## config.mk

```make
export PLATFORM = sky130hd
export DESIGN_NAME = instr_mem_loader
export DESIGN_NICKNAME = d
export VERILOG_FILES = /design/src/rtl/instr_mem_loader.sv
export SDC_FILE = /design/constraint.sdc
export NUM_CORES = 1
export LEC_CHECK = 0
export ABC_CLOCK_PERIOD_IN_PS = 7250
export CAP_MARGIN = 25
export CORE_UTILIZATION = 35
export CTS_CLUSTER_SIZE = 14
export DETAILED_ROUTE_END_ITERATION = 10
export DONT_BUFFER_PORTS = 1
export HOLD_SLACK_MARGIN = 0.08
export SLEW_MARGIN = 15
export SYNTH_ARGS = -nofsm -noshare
export SYNTH_HDL_FRONTEND = slang
export SYNTH_SLANG_ARGS = --single-unit
```

## constraint.sdc

```tcl
create_clock -name clk -period 7.25 [get_ports clk]
set_input_delay 1.0875 -clock clk [delete_from_list [all_inputs] [get_ports clk]]
set_output_delay 1.0875 -clock clk [all_outputs]
set_load 0.03 [all_outputs]
```

## src/rtl/instr_mem_loader.sv

```systemverilog
// Purpose: receives a byte stream, packs it little-endian into 32-bit words and writes them to instruction memory while holding the core.
// Latency: one imem_we cycle follows the edge that accepts each 4th byte; done rises the cycle after the final write (or after the checksum byte).
// Backpressure: byte_ready is high only in RECV/CHECK; optional trailing checksum byte enabled by macro LOADER_CHECKSUM_EN.
module instr_mem_loader #(
    parameter int ADDR_WIDTH = 8
) (
    input  logic                  clk,
    input  logic                  reset,
    input  logic                  start,
    input  logic [ADDR_WIDTH:0]   length,
    input  logic                  byte_valid,
    input  logic [7:0]            byte_data,
    output logic                  byte_ready,
    output logic                  imem_we,
    output logic [31:0]           imem_addr,
    output logic [31:0]           imem_wdata,
    output logic                  core_hold,
    output logic                  done,
    output logic                  err
);

    localparam logic [ADDR_WIDTH:0] LEN_MAX = {1'b1, {ADDR_WIDTH{1'b0}}};
    localparam logic [ADDR_WIDTH:0] LEN_ONE = {{ADDR_WIDTH{1'b0}}, 1'b1};

    typedef enum logic [2:0] {
        IDLE  = 3'd0,
        RECV  = 3'd1,
        WRITE = 3'd2,
`ifdef LOADER_CHECKSUM_EN
        CHECK = 3'd3,
`endif
        DONE  = 3'd4
    } state_t;

    state_t                state;
    state_t                state_nxt;
    logic [ADDR_WIDTH-1:0] word_idx;
    logic [1:0]            lane;
    logic [ADDR_WIDTH:0]   len_q;
    logic [23:0]           asm_q;
    logic                  err_q;
    logic                  len_ok;
    logic                  start_ok;
    logic                  byte_take;
    logic                  last_word;
`ifdef LOADER_CHECKSUM_EN
    logic [7:0]            csum;
`endif

    // A zero length or one larger than the memory depth is rejected up front.
    assign len_ok    = (length != '0) && (length <= LEN_MAX);
    assign start_ok  = start && ((state == IDLE) || (state == DONE));
    assign byte_take = (state == RECV) && byte_valid;
    // Index never reaches len_q, so it stays inside the memory depth.
    assign last_word = (({1'b0, word_idx} + LEN_ONE) >= len_q);

    // Core stays held during a load and after any failed load.
    assign core_hold = (state != DONE) || err_q;
    assign err       = err_q;

    // State register.
    always_ff @(posedge clk or negedge reset) begin
        if (!reset) begin
            state <= IDLE;
        end else begin
            state <= state_nxt;
        end
    end

    // Next-state decode and per-state handshake outputs.
    always_comb begin
        state_nxt  = state;
        byte_ready = 1'b0;
        imem_we    = 1'b0;
        done       = 1'b0;
        case (state)
            IDLE: begin
                if (start) begin
                    state_nxt = len_ok ? RECV : DONE;
                end
            end
            RECV: begin
                byte_ready = 1'b1;
                if (byte_valid && (lane == 2'd3)) begin
                    state_nxt = WRITE;
                end
            end
            WRITE: begin
                imem_we = 1'b1;
                if (!last_word) begin
                    state_nxt = RECV;
                end else begin
`ifdef LOADER_CHECKSUM_EN
                    state_nxt = CHECK;
`else
                    state_nxt = DONE;
`endif
                end
            end
`ifdef LOADER_CHECKSUM_EN
            CHECK: begin
                byte_ready = 1'b1;
                if (byte_valid) begin
                    state_nxt = DONE;
                end
            end
`endif
            DONE: begin
                done = 1'b1;
                if (start) begin
                    state_nxt = len_ok ? RECV : DONE;
                end
            end
            default: begin
                state_nxt = IDLE;
            end
        endcase
    end

    // Datapath: word assembly, write address/data capture, index and status.
    always_ff @(posedge clk or negedge reset) begin
        if (!reset) begin
            word_idx   <= '0;
            lane       <= 2'd0;
            len_q      <= '0;
            asm_q      <= '0;
            err_q      <= 1'b0;
            imem_addr  <= '0;
            imem_wdata <= '0;
`ifdef LOADER_CHECKSUM_EN
            csum       <= '0;
`endif
        end else begin
            if (start_ok) begin
                word_idx <= '0;
                lane     <= 2'd0;
                len_q    <= length;
                err_q    <= !len_ok;
`ifdef LOADER_CHECKSUM_EN
                csum     <= '0;
`endif
            end
            if (byte_take) begin
                lane <= lane + 2'd1;
`ifdef LOADER_CHECKSUM_EN
                csum <= csum + byte_data;
`endif
                case (lane)
                    2'd0: asm_q[7:0]   <= byte_data;
                    2'd1: asm_q[15:8]  <= byte_data;
                    2'd2: asm_q[23:16] <= byte_data;
                    default: begin
                        // Address/data only move when a complete word is ready,
                        // so they hold the last write between pulses.
                        imem_addr  <= {{(30-ADDR_WIDTH){1'b0}}, word_idx, 2'b00};
                        imem_wdata <= {byte_data, asm_q};
                    end
                endcase
            end
            if ((state == WRITE) && !last_word) begin
                word_idx <= word_idx + 1'b1;
            end
`ifdef LOADER_CHECKSUM_EN
            if ((state == CHECK) && byte_valid) begin
                err_q <= (byte_data != csum);
            end
`endif
        end
    end

endmodule

```

==> results of run 1 <==
[metrics by stage]
stage          hold WS (ns)  area (sq um)  worst slack, ns  util [%]  instances
6_report              0.428          4500             4.19      39.3        465
5_1_grt               0.407          4500             3.88      39.3        465
4_1_cts               0.414          4480             4.19      39.1        464
3_5_place_dp          0.486          4130             4.21      36.0        448
3_3_place_gp          0.482          4130             4.35      36.0        448
2_1_floorplan         0.450          4220             4.57         -        339
[path summary, 6_finish.rpt]
check                             from             end  slack, ns
min in group clk             asm_q[14]  imem_wdata[14]       0.50
hold reg to reg              asm_q[14]  imem_wdata[14]       0.50
max in group asynchronous        reset     word_idx[1]       6.68
hold / removal                   reset  imem_wdata[19]       0.43
setup / recovery           word_idx[0]     word_idx[2]       4.19
setup reg to reg           word_idx[0]     word_idx[2]       4.19
[cells by family after synthesis]
| kind of cell | share of synthesized area, % |
|---|---|
| AOI/OAI and AO/OA | 5.14 |
| xor gates and xnor gates | 1.06 |
| adders and majority gates | 4.23 |
| buffers and inverters | 7.53 |
| DFF | 52.6 |
| muxes | 19.9 |
| other | 0.0906 |
| and+or+nand+nor | 9.46 |
[layer usage]
layer | global-route usage, % | part of all wire [%]
met1 | 17.5 | 44
met2 | 19.9 | 47
met3 | 5.19 | 6.5
met4 | 5.69 | 1.9
met5 | 0 | 0
[state kept, by name (all words and copies together), names as in the netlist]
name	cells
lane	2
len_q	9
imem_wdata	32
state	3
imem_addr	8
err	1
word_idx	8
asm_q	24
[worst max-delay path: stages (launching register included)]
cell,delay (ns)
dfrtp_1,0.43
ha_1,0.24
nand3_1,0.15
nor2_1,0.16
nor2b_1,0.07
or2_2,0.29
ha_1,0.29
a21oi_1,0.16
o21ai_1,0.10
nor3b_2,0.47
a21oi_1,0.23
a221o_1,0.34
[area by class of cell]
type                            count  share of cell area [%]
Sequential cell                    87                    48.3
Multi-Input combinational cell    208                    38.6
Clock buffer                        9                    5.00
Tap cell                          143                    3.97
Clock inverter                      7                    2.83
Inverter                           10                   0.834
Timing Repair Buffer                1                   0.445
[report_power, final]
part           switching, mW  total (mW)  internal [mW]  leakage [nW]
registers              0.198       0.829          0.631          1.16
clock network          0.202       0.544          0.342         0.173
logic                  0.164       0.352          0.188         0.940
[layout by cell type (no fill, tap or decap), types with 2 or more instances in the layout]
master and count:
and2_1 3, o211ai_1 2, o21ai_0 14, mux2_4 24
nor2b_1 3, xnor2_1 2, and3_1 2, conb_1 24
or2_2 2, nand3_1 7, xor2_1 3, mux2_1 2
a21bo_2 2, mux2_2 39, nand2_1 25, nand2_8 3
clkbuf_16 9, a21oi_1 8, nor2_1 8, inv_1 10
nor4_1 2, ha_1 14, dfrtp_1 87, and2_2 2
inv_6 2, bufinv_16 3
==> reports/metrics.cfg, run 1 <==
[yosys]
synth-warning-count = 0
synth_area_leaders = dfrtp_1, mux2_2, mux2_4
yosysTopAreaCell = dfrtp_1
synth_flop_cell = dfrtp_1
netlist_area_sq_um = 4140
synth_edf_count = 0
ys_seq_area_share_pct = 52.6
synthDistinctLibCells = 42
synth_top_cell_area_share_pct = 52.6
synth_commonest_cells = dfrtp_1, mux2_2, buf_4, nand2_1, mux2_4
synth_most_common_cell = dfrtp_1
synthArstFlopShare_pct = 100
synth_cells = 316
synth-seq-cells = 87
synth.avg_cell_area_sq_um = 13.1

[layout]
multiInputGateArea_sq_um = 1740
fillers = 1065
diodes = 0
regArea_sq_um = 2180
drive_gt1_share_pct = 30.1
syn_to_final_growth_pct = 8.83
nets = 352

[setup_path]
crit_type = reg2reg
critPathMaxFanout = 9
cp-start-kind = register
rr_worst_depth = 11
end_kind = register
worstPathRequired_ns = 7.47
cp.arrival_ns = 3.28

[job]
max_cap_violations = 0

[route]
drc_errors = 0
vias = 2259
drt_iter0_markers = 118
dr.pass1.iters = 4
vias_per_cell = 4.86
routed_wl_um = 7340
detail-route-antenna-nets = 0
drt-wirelength-per-cell_um = 15.8

[clock_network]
numCtsBuffers = 9
clock_tree.buffer_depth = 2
htreeDepth = 3
cts_tree = done
clock_latency_ns = 0.35
cts_resized = 0
cts_sinks = 87
cts.reportedPaths.clkPinSlew_ns = 0.07
postCtsHoldBufs = 0
post_cts_buffers = 0
cts_root_buf = clkbuf_16

[global_routing]
grt_max_degree = 88
grt_use_total_pct = 13.5
gr-total-overflow = 0
first_global_vias = 2361
grt_pass1_wl_um = 12800
antenna_found_initial = 0

[timing]
fin_crit_sh_pct = 42.2
hold_viol_final = 0
slew_violations = 0
maxSlewHeadroom_pct = 56.2
setup_violations = 0
max_freq_mhz = 327
setup-tns-final_ns = 0
min_period_ns = 3.06
rsz0062_at_grt = no
tightest_slew_ns = 0.656
finClkSkew_ns = 0.00888

[min_path]
hold_path_class = in2async

[floorplanning]
die_h_um = 111
die_w_um = 111
pin_count = 90
rows = 39
initial_core_util_pct = 36.1
core_region_area_sq_um = 11500
die_area_sq_um = 12300

[power_and_ir_drop]
leakage_nw = 2.27
vdd_drop_max_mv = 0.155
power.total_mw = 1.73
power.density_nw_per_um2 = 383

[placement]
place_congestion = 0.803
dpl.hpwl_um = 5070
portBuffers = 0

[run_status]
status = complete, no violations

Note: power is estimated with default switching activity, not from simulation.
==> run 2: changes to the inputs <==
--- a/config.mk
+++ b/config.mk
@@ -5,7 +5,7 @@
 export SDC_FILE = /design/constraint.sdc
 export NUM_CORES = 1
 export LEC_CHECK = 0
-export ABC_CLOCK_PERIOD_IN_PS = 7250
+export ABC_CLOCK_PERIOD_IN_PS = 2800
 export CAP_MARGIN = 25
 export CORE_UTILIZATION = 35
 export CTS_CLUSTER_SIZE = 14
==> constraint.sdc (replaced) <==
create_clock -name clk -period 2.8 [get_ports clk]
set_input_delay 0.42 -clock clk [delete_from_list [all_inputs] [get_ports clk]]
set_output_delay 0.42 -clock clk [all_outputs]
set_load 0.03 [all_outputs]
==> run 2 against run 1 <==
Net effect:
- sequential cell count did not move
- final area rose by 2.8%
- cell count rose by 2.2%
- sequential share of layout area fell by 1.3 points
- routed wire length rose by 2.8%
- critical path type unchanged
- largest cell class unchanged
- largest power group unchanged
==> reports/metrics.cfg, run 2 (synthesis gave the netlist of run 1 again) <==
[setup_path]
reg2reg_to = word_idx[7]
end_kind = register
r2r_slack_ns = 0.11  ; -4.08 ns
crit_type = reg2reg
rr_worst_depth = 13  ; +2
r2r_start = word_idx[0]
cp.arrival_ns = 2.92  ; -0.36 ns
worstPathRequired_ns = 3.03  ; -4.44 ns
cp-start-kind = register
critPathMaxFanout = 4  ; -5

[power_and_ir_drop]
leakage_nw = 2.32  ; +2.3%
vdd_drop_max_mv = 0.373  ; +140%
power.density_nw_per_um2 = 963  ; +150%
power.total_mw = 4.46  ; +160%

[layout]
nets = 362  ; +2.8%
drive_gt1_share_pct = 34.3  ; +4.2 points
final_common_cell = dfrtp_1
largest_reg_flops = 32  ; unchanged
syn_to_final_growth_pct = 11.8
layout_common_cells = dfrtp_1, mux2_2, nand2_1, mux2_4, conb_1
reg_top3 = imem_wdata x32, asm_q x24, len_q x9
top_register = imem_wdata
diodes = 0  ; unchanged
final_util_pct = 40.3  ; +1.1 points

[timing]
maxSlewHeadroom_pct = 55.9  ; -0.31 points
tightest_slew_ns = 0.660  ; +0.00460 ns
finClkSkew_ns = 0.0111  ; +0.00220 ns
min_period_ns = 2.69  ; -0.367 ns
setup_violations = 0  ; unchanged
max_freq_mhz = 372  ; +14%
fin_crit_sh_pct = 96.1  ; +54 points
hold_viol_final = 0  ; unchanged
slew_violations = 0  ; unchanged

[route]
vias_per_cell = 4.72  ; -2.8%
drt_iter0_markers = 63  ; -47%
routed_wl_um = 7540  ; +2.8%
dr.pass1.iters = 4  ; unchanged
vias = 2243  ; -0.71%
drc_errors = 0  ; unchanged
drt-wirelength-per-cell_um = 15.9  ; +0.62%
detail-route-antenna-nets = 0  ; unchanged

[min_path]
hold_path_class = in2reg
min_to = len_q[4]
hold_depth = 2
min-delay-start = length[4]

[placement]
dpl.hpwl_um = 5170  ; +2.0%
place_congestion = 0.808  ; +0.60%
portBuffers = 0  ; unchanged

[clock_network]
cts_tree = done
cts_sinks = 87  ; unchanged
cts_root_buf = clkbuf_16
cts.reportedPaths.clkPinSlew_ns = 0.07  ; about the same
numCtsBuffers = 9  ; unchanged
clock_tree.buffer_depth = 2  ; unchanged
clock_latency_ns = 0.34  ; about the same
htreeDepth = 3  ; unchanged

[floorplanning]
die_w_um = 111  ; unchanged
rows = 39  ; unchanged
die_h_um = 111  ; unchanged
initial_core_util_pct = 36.1  ; unchanged
pin_count = 90  ; unchanged
die_area_sq_um = 12300  ; unchanged
core_region_area_sq_um = 11500  ; unchanged

[run_status]
status = complete, no violations

[global_routing]
first_global_vias = 2316  ; -1.9%
grt_pass1_wl_um = 12400  ; -3.3%
grt_use_total_pct = 13.0  ; -0.49 points
antenna_found_initial = 0  ; unchanged
grt_max_degree = 88  ; unchanged
gr-total-overflow = 0  ; unchanged

[job]
max_cap_violations = 0  ; unchanged

run 2: cell types whose count changed in the layout (fill, tap and decap cells not counted), moves of 2 or more:
| cell | before | now |
|---|---|---|
| nor2_2 | 0 | 3 |
| nor2_1 | 8 | 5 |
| clkbuf_8 | 0 | 2 |
| buf_4 | 0 | 8 |
run 2: layer usage:
| layer | global-route usage (%) | vias up | share of wire (%) |
|---|---|---|---|
| met5 | 0 | - | 0 |
| met4 | 5.60 | 0 | 1.7 |
| met2 | 20.4 | 55 | 49 |
| li1 | - | 1062 | - |
| met1 | 16.3 | 1119 | 45 |
| met3 | 4.21 | 7 | 4.9 |
run 2: power by group:
group          internal (mW)  switching, mW  leakage (nW)
combinational          0.506          0.469          1.00
clock                  0.838          0.493         0.167
sequential              1.63          0.516          1.15
run 2: through the flow:
step / TNS (ns) / instance area [sq um] / setup slack (ns) / hold slack (ns) / instances
floorplan: 0 / 4220 / 0.124 / 0.124 / 339
global placement: 0 / 4190 / 0.100 / 0.126 / 454
detailed placement: 0 / 4190 / 0.00632 / 0.125 / 454
CTS: 0 / 4570 / 0.00430 / 0.184 / 472
global route: -0.00977 / 4630 / -0.00977 / 0.197 / 475
finish: 0 / 4630 / 0.110 / 0.194 / 475
run 2: worst max path at each step:
| stage | from | endpoint | slack (ns) | depth (start not counted) |
|---|---|---|---|---|
| 2_1_floorplan | word_idx[0] | word_idx[2] | 0.12 | 11 |
| 3_3_place_gp | word_idx[1] | word_idx[2] | 0.10 | 11 |
| 3_5_place_dp | word_idx[1] | word_idx[2] | 0.006 | 11 |
| 4_1_cts | word_idx[1] | word_idx[2] | 0.004 | 11 |
| 5_1_grt | word_idx[0] | word_idx[7] | -0.01 | 13 |
| 6_report | word_idx[0] | word_idx[7] | 0.11 | 13 |
run 2: critical path, stage by stage (launching register included):
cell     delay, ns
dfrtp_1       0.43
ha_4          0.19
nand3_2       0.11
nor2_2        0.12
nor2b_1       0.06
or2_2         0.29
ha_1          0.29
a21oi_1       0.16
o21ai_1       0.10
nor3b_2       0.31
buf_4         0.17
buf_4         0.10
a21oi_1       0.06
a21o_2        0.19
run 2: timing repair:
item	in CTS	in global routing
pin swaps	0	2
gates resized for setup	1	10
buffers inserted	0	3
hold endpoints to repair	87	0
hold buffers	2	0
setup endpoints to repair	1	9
run 2: final cells by class:
type | count | area [sq um]
sequential | 87 | 2180
multi-input combinational | 208 | 1780
fill | 1057 | 6840
clock inverter | 5 | 86.3
timing repair buffer | 11 | 118
tap | 143 | 179
inverter | 10 | 37.5
clock buffer | 11 | 253
==> run 3: changes to the inputs <==
--- a/config.mk
+++ b/config.mk
@@ -11,6 +11,7 @@
 export CTS_CLUSTER_SIZE = 14
 export DETAILED_ROUTE_END_ITERATION = 10
 export DONT_BUFFER_PORTS = 1
+export GPL_TIMING_DRIVEN = 0
 export HOLD_SLACK_MARGIN = 0.08
 export SLEW_MARGIN = 15
 export SYNTH_ARGS = -nofsm -noshare
==> run 3 against run 2 <==
Net effect:
- hold slack improved by 0.014 ns
- register-to-register slack got worse by 0.02 ns
- critical path type unchanged
- first-iteration DRC count increased by 38%
- largest power group unchanged
- combinational power increased by 5%
- non-clock buffer count increased by 32
- maximum frequency decreased by 0.86%
==> reports/metrics.cfg, run 3 (synthesis gave the netlist of run 1 again) <==
[timing]
maxSlewHeadroom_pct = 56.0  ; +0.12 points
setup-tns-final_ns = 0  ; unchanged
fin_crit_sh_pct = 96.9  ; +0.83 points
max_freq_mhz = 369  ; -0.86%
tightest_slew_ns = 0.658  ; -0.00181 ns
finClkSkew_ns = 0.00523  ; -0.00584 ns
hold_viol_final = 0  ; unchanged
slew_violations = 0  ; unchanged
setup_violations = 0  ; unchanged
min_period_ns = 2.71  ; +0.0233 ns

[route]
routed_wl_um = 7880  ; +4.5%
vias = 2376  ; +5.9%
detail-route-antenna-nets = 0  ; unchanged
drt_iter0_markers = 87  ; +38%
dr.pass1.iters = 4  ; unchanged
drc_errors = 0  ; unchanged
drt-wirelength-per-cell_um = 15.6  ; -1.7%
vias_per_cell = 4.70  ; -0.36%

[run_status]
status = complete, no violations

[layout]
reg_top3 = imem_wdata x32, asm_q x24, len_q x9
nets = 394  ; +8.8%
final_common_cell = dfrtp_1
diodes = 0  ; unchanged
drive_gt1_share_pct = 39.5  ; +5.2 points
largest_reg_flops = 32  ; unchanged
top_register = imem_wdata
fillers = 1041  ; -1.5%
layout_common_cells = dfrtp_1, mux2_2, buf_4, nand2_1
syn_to_final_growth_pct = 18.0
final_util_pct = 42.6  ; +2.2 points
layout.cells.non_filler = 505  ; +6.3%

[global_routing]
grt_max_degree = 88  ; unchanged
grt_use_total_pct = 13.8  ; +0.79 points
first_global_vias = 2409  ; +4.0%
grt_pass1_wl_um = 13100  ; +6.2%
antenna_found_initial = 0  ; unchanged
gr-total-overflow = 0  ; unchanged

[clock_network]
numCtsBuffers = 9  ; unchanged
cts_tree = done
cts_root_buf = clkbuf_16
clock_latency_ns = 0.33  ; about the same
cts.reportedPaths.clkPinSlew_ns = 0.06  ; about the same
cts_sinks = 87  ; unchanged
htreeDepth = 3  ; unchanged
clock_tree.buffer_depth = 2  ; unchanged

[floorplanning]
die_area_sq_um = 12300  ; unchanged
rows = 39  ; unchanged
core_region_area_sq_um = 11500  ; unchanged
initial_core_util_pct = 36.1  ; unchanged
die_h_um = 111  ; unchanged
die_w_um = 111  ; unchanged
pin_count = 90  ; unchanged

[setup_path]
critPathMaxFanout = 7  ; +3
end_kind = register
crit_chain = buf_6 -> and3_1 -> nand3_2 -> and2_4 -> or2_2 -> ha_1 -> nand4_1 -> nor2_2 -> a21oi_4 -> and2_4 -> buf_6 -> a221o_1
worstPathRequired_ns = 3.02  ; about the same
cp-start-kind = register
cpMaxStageDelayCell = dfrtp_1
slowest_delay_ns = 0.41  ; -0.02 ns
crit_type = reg2reg
cp.arrival_ns = 2.93  ; about the same

[placement]
portBuffers = 0  ; unchanged
place_inst = 482  ; +6.2%
place_congestion = 0.785  ; -2.8%
dpl.hpwl_um = 5470  ; +5.8%

[power_and_ir_drop]
vdd_drop_max_mv = 0.325  ; -13%
leakage_nw = 2.49  ; +7.1%
power.density_nw_per_um2 = 924  ; -4.0%

[min_path]
hold_path_class = in2reg

[job]
max_cap_violations = 0  ; unchanged

## run 3: cell types whose count changed in the layout (fill, tap and decap cells not counted), sizes merged
cell    delta
buf       +30
bufinv     +1
inv        -1
## run 3: layer usage
| metal | up-vias | wire length [um] | GRT usage (%) |
|---|---|---|---|
| met5 | - | 0 | 0 |
| met4 | 0 | 127 | 5.96 |
| met3 | 9 | 392 | 3.66 |
| met2 | 52 | 3770 | 21.4 |
| met1 | 1186 | 3590 | 18.1 |
| li1 | 1129 | - | - |
## run 3: final timing paths
path,end,depth (start not counted),slack [ns],startpoint
max reg2reg,word_idx[2],12,0.09,word_idx[1]
min reg2reg,asm_q[3],1,0.51,asm_q[3]
min in group asynchronous,imem_wdata[3],2,0.66,reset
min,len_q[1],2,0.21,length[1]
max in group asynchronous,word_idx[0],2,1.80,reset
max,word_idx[2],12,0.09,word_idx[1]
## run 3: area by class of cell
| type | count | area [sq um] | area share [%] |
|---|---|---|---|
| Timing Repair Buffer | 9 | 93.8 | 1.92 |
| Multi-Input combinational cell | 208 | 1790 | 36.6 |
| Clock buffer | 9 | 225 | 4.61 |
| Buffer | 34 | 274 | 5.61 |
| Inverter | 10 | 37.5 | 0.769 |
| Clock inverter | 5 | 108 | 2.20 |
| Tap cell | 143 | 179 | 3.66 |
| Sequential cell | 87 | 2180 | 44.6 |
## run 3: per-stage QoR
| step | total power, mW | cell area (sq um) | hold WS [ns] | setup slack (ns) |
|---|---|---|---|---|
| 2_1_floorplan | 2.95 | 4220 | 0.124 | 0.124 |
| 6_report | 4.51 | 4880 | 0.208 | 0.0872 |
| 3_5_place_dp | 3.15 | 4400 | 0.126 | -0.408 |
| 5_1_grt | 4.74 | 4880 | 0.206 | -0.0222 |
| 4_1_cts | 4.56 | 4830 | 0.191 | 0.00415 |
| 3_3_place_gp | 3.11 | 4400 | 0.126 | -0.377 |
## run 3: worst max-delay path: cells and delay by family (launching register included)
kind	cells	cell delay [ns]
AO/OA/AOI/OAI	2	0.41
adder cells (fa/ha/maj)	1	0.27
buffers and inverters	2	0.24
flip-flops	1	0.41
AND/OR/NAND/NOR	7	1.25
## run 3: power breakdown
| part | total [mW] | switching [mW] | internal [mW] |
|---|---|---|---|
| clock network | 1.34 | 0.474 | 0.866 |
| logic | 1.02 | 0.483 | 0.534 |
| registers | 2.16 | 0.522 | 1.64 |
| total | 4.51 | 1.48 | 3.03 |
## run 3: what timing repair did
action | CTS | global route
hold buffers | 2 | 0
endpoints found under the hold margin | 87 | 0
resized for setup | 6 | 8
setup endpoints to repair | 9 | 9
pin swaps | 2 | 4
buffers inserted | 4 | 3
